===== config.mk =====
export PLATFORM = sky130hd
export DESIGN_NAME = bios_loader
export DESIGN_NICKNAME = d
export VERILOG_FILES = /design/src/rtl/next186_pkg.sv /design/src/rtl/bios_loader.sv
export SDC_FILE = /design/constraint.sdc
export NUM_CORES = 1
export LEC_CHECK = 0
export ABC_AREA = 0
export CAP_MARGIN = 20
export CORE_MARGIN = 2
export CORE_UTILIZATION = 50
export CTS_BUF_LIST = sky130_fd_sc_hd__clkbuf_4 sky130_fd_sc_hd__clkbuf_8
export DETAILED_ROUTE_END_ITERATION = 6
export PLACE_DENSITY_LB_ADDON = 0.3
export SETUP_SLACK_MARGIN = 0.3
export SLEW_MARGIN = 25
export SYNTH_ARGS = -nofsm -noshare
export SYNTH_HDL_FRONTEND = slang
export SYNTH_SLANG_ARGS = --single-unit

===== constraint.sdc =====
create_clock -name clk_sys -period 2.4 [get_ports clk_sys]
set_input_delay 0.24 -clock clk_sys [delete_from_list [all_inputs] [get_ports clk_sys]]
set_output_delay 0.24 -clock clk_sys [all_outputs]
set_load 0.02 [all_outputs]

===== src/rtl/next186_pkg.sv =====
// Shared definitions for the Next186 BIOS loader.
//   state_t        : loader FSM states
//   DEF_BIOS_BASE  : default SRAM byte address of BIOS byte 0
//   DEF_BIOS_SIZE  : default BIOS image length in bytes
//   sat_inc        : saturating increment for the byte counter
package next186_pkg;

  typedef enum logic [2:0] {
    IDLE  = 3'd0,
    LOAD  = 3'd1,
    WRITE = 3'd2,
    DONE  = 3'd3,
    ERROR = 3'd4
  } state_t;

  localparam int unsigned MEM_AW = 21;
  localparam int unsigned CKS_W  = 16;
  localparam int unsigned CNT_W  = 17;

  localparam logic [MEM_AW-1:0] DEF_BIOS_BASE = 21'h1F0000;
  localparam int unsigned       DEF_BIOS_SIZE = 65536;

  // Counter sticks at all-ones instead of wrapping.
  function automatic logic [CNT_W-1:0] sat_inc(input logic [CNT_W-1:0] v);
    return (&v) ? v : v + CNT_W'(1);
  endfunction

endpackage


===== src/rtl/bios_loader.sv =====
// bios_loader: copies a BIOS image streamed from the HPS (ioctl_*) into SRAM
// one byte at a time, stalling the stream while each write is outstanding.
// Ports:
//   clk_sys, reset                 : clock, async active-high reset
//   ioctl_download/wr/addr/dout/index : HPS download stream (inputs)
//   ioctl_wait                     : stall to HPS
//   mem_req/mem_addr/mem_dout      : SRAM write request, held until mem_ack
//   mem_ack                        : single-cycle write completion
//   bios_loaded/load_error         : final load status
//   core_hold                      : keeps the CPU core in reset while loading
//   checksum                       : 16-bit wrapping sum of written bytes
module bios_loader
  import next186_pkg::*;
#(
  parameter logic [15:0]       BIOS_INDEX = 16'd0,
  parameter logic [MEM_AW-1:0] BIOS_BASE  = DEF_BIOS_BASE,
  parameter int unsigned       BIOS_SIZE  = DEF_BIOS_SIZE
) (
  input  logic              clk_sys,
  input  logic              reset,
  input  logic              ioctl_download,
  input  logic              ioctl_wr,
  input  logic [24:0]       ioctl_addr,
  input  logic [7:0]        ioctl_dout,
  input  logic [15:0]       ioctl_index,
  output logic              ioctl_wait,
  output logic              mem_req,
  output logic [MEM_AW-1:0] mem_addr,
  output logic [7:0]        mem_dout,
  input  logic              mem_ack,
  output logic              bios_loaded,
  output logic              load_error,
  output logic              core_hold,
  output logic [CKS_W-1:0]  checksum
);

  state_t              r_state;
  logic [MEM_AW-1:0]   r_addr;
  logic [7:0]          r_dout;
  logic                r_req;
  logic                r_wait;
  logic [CKS_W-1:0]    r_cks;
  logic [CNT_W-1:0]    r_cnt;
  logic                r_err;
  logic                r_loaded;
  logic                r_load_error;
  logic                r_hold;

  state_t              w_state_nxt;
  logic [MEM_AW-1:0]   w_addr_nxt;
  logic [7:0]          w_dout_nxt;
  logic                w_req_nxt;
  logic                w_wait_nxt;
  logic [CKS_W-1:0]    w_cks_nxt;
  logic [CNT_W-1:0]    w_cnt_nxt;
  logic                w_err_nxt;
  logic                w_loaded_nxt;
  logic                w_load_error_nxt;
  logic                w_hold_nxt;

  logic                w_is_bios;
  logic                w_in_range;
  logic                w_complete;

  assign w_is_bios  = (ioctl_index == BIOS_INDEX);
  assign w_in_range = (32'(ioctl_addr) < BIOS_SIZE);
  // Image is good only if exactly BIOS_SIZE bytes landed and nothing was dropped.
  assign w_complete = (32'(r_cnt) == BIOS_SIZE) && !r_err;

  // State and registered outputs.
  always_ff @(posedge clk_sys or posedge reset) begin
    if (reset) begin
      r_state      <= IDLE;
      r_addr       <= '0;
      r_dout       <= '0;
      r_req        <= 1'b0;
      r_wait       <= 1'b0;
      r_cks        <= '0;
      r_cnt        <= '0;
      r_err        <= 1'b0;
      r_loaded     <= 1'b0;
      r_load_error <= 1'b0;
      r_hold       <= 1'b0;
    end else begin
      r_state      <= w_state_nxt;
      r_addr       <= w_addr_nxt;
      r_dout       <= w_dout_nxt;
      r_req        <= w_req_nxt;
      r_wait       <= w_wait_nxt;
      r_cks        <= w_cks_nxt;
      r_cnt        <= w_cnt_nxt;
      r_err        <= w_err_nxt;
      r_loaded     <= w_loaded_nxt;
      r_load_error <= w_load_error_nxt;
      r_hold       <= w_hold_nxt;
    end
  end

  // Next-state and next-output logic.
  always_comb begin
    w_state_nxt = r_state;
    w_addr_nxt  = r_addr;
    w_dout_nxt  = r_dout;
    w_req_nxt   = r_req;
    w_wait_nxt  = r_wait;
    w_cks_nxt   = r_cks;
    w_cnt_nxt   = r_cnt;
    w_err_nxt   = r_err;

    unique case (r_state)
      IDLE, DONE, ERROR: begin
        if (ioctl_download && w_is_bios) begin
          w_state_nxt = LOAD;
          w_cks_nxt   = '0;
          w_cnt_nxt   = '0;
          w_err_nxt   = 1'b0;
        end
      end
      LOAD: begin
        if (!ioctl_download) begin
          w_state_nxt = w_complete ? DONE : ERROR;
        end else if (ioctl_wr && w_is_bios) begin
          if (w_in_range) begin
            w_addr_nxt  = BIOS_BASE + ioctl_addr[MEM_AW-1:0];
            w_dout_nxt  = ioctl_dout;
            w_req_nxt   = 1'b1;
            w_wait_nxt  = 1'b1;
            w_state_nxt = WRITE;
          end else begin
            w_err_nxt = 1'b1;
          end
        end
      end
      WRITE: begin
        // A strobe here ignored ioctl_wait; the byte is lost.
        if (ioctl_wr) begin
          w_err_nxt = 1'b1;
        end
        // A download that ended meanwhile is resolved back in LOAD.
        if (mem_ack) begin
          w_req_nxt   = 1'b0;
          w_wait_nxt  = 1'b0;
          w_cks_nxt   = r_cks + CKS_W'(r_dout);
          w_cnt_nxt   = sat_inc(r_cnt);
          w_state_nxt = LOAD;
        end
      end
      default: begin
        w_state_nxt = IDLE;
        w_req_nxt   = 1'b0;
        w_wait_nxt  = 1'b0;
      end
    endcase

    // Status flags follow the state being entered so hold drops with loaded rising.
    w_loaded_nxt     = (w_state_nxt == DONE);
    w_load_error_nxt = (w_state_nxt == ERROR);
    w_hold_nxt       = (w_state_nxt == LOAD) || (w_state_nxt == WRITE);
  end

  assign ioctl_wait  = r_wait;
  assign mem_req     = r_req;
  assign mem_addr    = r_addr;
  assign mem_dout    = r_dout;
  assign bios_loaded = r_loaded;
  assign load_error  = r_load_error;
  assign core_hold   = r_hold;
  assign checksum    = r_cks;

endmodule

==> qor.txt <==
Post-Place Setup Slack -> 0.180 ns
Main synth FF type -> dfrtp_1
Remaining Overflow, GRT -> 0
Worst-path clk slew -> 0.08 ns
Initial drt markers -> 184
Final Instance Area -> 5350 µm²
Pins over their slew limit -> 0
Worst skew pair latency -> 0.34 ns
Core area -> 7330 µm²
Worst EP arrival -> 2.29 ns
Ant. Diodes -> 0
CTS Sinks -> 70
RSZ-0062 raised after global routing -> yes
IO Pins -> 104
Final #Nets -> 611
Pwr Density -> 454 nW/µm²
Leakage -> 0.00243 µW
Hold slack final -> 0.293 ns
Num rows -> 31
Commonest non-fill, non-tap cells in the layout -> nand2_1 (113), clkdlybuf4s50_1 (103), dfrtp_1 (68)
Port bufs -> 103
Ys Warns -> 0
Total track usage -> 23.4%
Rel. slew slack -> 65.9%
CP max FO -> 5
Die width -> 91.4 µm
Tcrit/Tclk final -> 85.6%
# H-tree levels -> 3
Syn Nets -> 495
Hold Crit Class -> primary input to asynchronous set/reset pin
Register area share after synthesis -> 45.9%
DP Cell Count -> 619
DP Area -> 4960 µm²
ANT nets after route -> 0
Worst setup margin -> 0.346 ns
EDFF count, synth -> 0
CTS tree -> built
Final Non-Filler Cells -> 648
Unique masters post-synth -> 52
Critical path type -> flop to flop
Share of layout cells above drive strength 1 -> 10.6%
Clock buffer depth -> 2
Num CTS Buffers -> 9
First-pass GRT wire length -> 15900 µm
Fmax achieved -> 0.487 GHz
Peak supply drop -> 0.417 mV
Outcome -> finished clean
Initial antenna violation count -> 0
Routability cong. -> 0.919
Layout area overhead -> 40.1%
Worst Skew -> 0.0106 ns
Tmin final -> 2.05 ns
Synth Area per Inst -> 8.92 µm²
Worst Tran Pin Value -> 0.507 ns
Final setup viols -> 0
Worst Setup Start Kind -> flop
DPL Wire Length -> 6690 µm
Initial cell density of the core -> 52.1%
Drt total wl -> 9910 µm
Router iterations before antenna repair -> 5
Largest net degree at the start of global routing -> 71
WP data required -> 2.63 ns
Filler Cell Count -> 510
Post-Syn Instances -> 428
Post-DR wirelength/cell -> 15.3 µm
Vias -> 3627
Synthesized flop and latch total -> 70
Die ar. -> 8350 µm²
Die Ht -> 91.4 µm
Number of global-route vias before repair -> 3516
Max cap viols -> 0
Final Hold Fails -> 0
Synthesized area -> 3820 µm²
Root Driver -> clkbuf_8
DRC errors left -> 0
Asr flop ratio synth -> 100%
Leading cell type in the layout, fill and taps excluded -> nand2_1
Vias per inst -> 5.60
Crit. End Element -> flop
Setup TNS -> 0 ns
-- critical path: stages (launching register included) --
cell	delay, ns
dfrtp_1	0.40
ha_2	0.19
fa_2	0.34
a21o_1	0.21
a2111oi_4	0.29
buf_4	0.20
a211oi_2	0.07
xnor2_1	0.19
nor2_1	0.06
-- cell families (layout without fill, tap and decap cells) --
family	after synthesis	in the layout	share of synthesized area [%]
simple gates	233	235	30.2
flops	70	70	45.9
compound gates	68	68	12.0
buf+inv	32	151	4.62
fa+ha+maj	13	13	4.46
xor+xnor	8	8	1.83
mux	4	4	1.05
-- path summary, 6_finish.rpt --
path                                         start                        to  slack (ns)  depth (start not counted)
setup reg to reg           checksum[0]$_DFFE_PP0P_  checksum[12]$_DFFE_PP0P_        0.35                          8
hold / removal                               reset   mem_addr[6]$_DFFE_PP0P_        0.29                          3
max in group asynchronous                    reset      r_cnt[0]$_DFFE_PP0P_        1.81                          3
hold reg to reg            mem_addr[5]$_DFFE_PP0P_   mem_addr[5]$_DFFE_PP0P_        0.47                          2
setup / recovery           checksum[0]$_DFFE_PP0P_  checksum[12]$_DFFE_PP0P_        0.35                          8
min in group clk_sys                ioctl_addr[10]  mem_addr[10]$_DFFE_PP0P_        0.42                          3
-- sequential cells by signal, summed over array words and instances (netlist names) --
signal	cells
bios_loaded	1
checksum	16
core_hold	1
ioctl_wait	1
load_error	1
mem_addr	21
mem_dout	8
r_cnt	17
r_err	1
r_state	3
-- repair_timing --
action	in CTS	in global routing
endpoints found under the setup margin	18	28
setup buffers	6	5
hold buffers	0	0
gates cloned	1	1
pin swaps	4	6
gates resized for setup	6	13
-- final cells by class --
cell class | instances | area [µm²] | share of cell area (%)
Clock buffer | 9 | 124 | 2.31
Clock inverter | 7 | 95.1 | 1.78
Inverter | 13 | 48.8 | 0.912
Multi-Input combinational cell | 328 | 1990 | 37.2
Sequential cell | 70 | 1750 | 32.8
Tap cell | 99 | 124 | 2.31
Timing Repair Buffer | 122 | 1210 | 22.7
-- synthesized netlist by cell type (all sizes together), types with 7 or more instances --
cell type	number	area share, %
nand2b	7	1.3
nand2	113	11
nor4	15	3.2
and3	7	1.1
a21oi	10	1.3
dfrtp	70	46
buf	12	2.7
clkbuf	7	0.69
o21ai	18	2.4
nand3	19	2.5
nor2	27	2.7
nand4	11	1.8
o211ai	14	2.8
or4	12	2.4
ha	12	3.9
inv	13	1.3
-- power by group --
part,total (µW),switching (µW),internal (µW)
sequential,1200,12.7,1190
combinational,173,69.1,104
clock,1050,466,589
total,2430,548,1880
-- routing by layer --
| metal | track usage, % | vias up | part of all wire (%) |
|---|---|---|---|
| li1 | - | 1759 | - |
| met1 | 29.3 | 1700 | 42 |
| met2 | 37.1 | 144 | 49 |
| met3 | 7.63 | 24 | 7.5 |
| met4 | 9.60 | 0 | 2.3 |
| met5 | 0 | - | 0 |
-- metrics by stage --
| stage | total power [µW] | utilization [%] |
|---|---|---|
| floorplan | 1270 | - |
| global placement | 1390 | 67.7 |
| detailed placement | 1400 | 67.7 |
| CTS | 2450 | 71.7 |
| global route | 2520 | 73.0 |
| finish | 2430 | 73.0 |
(Power assumes the default switching activity.)
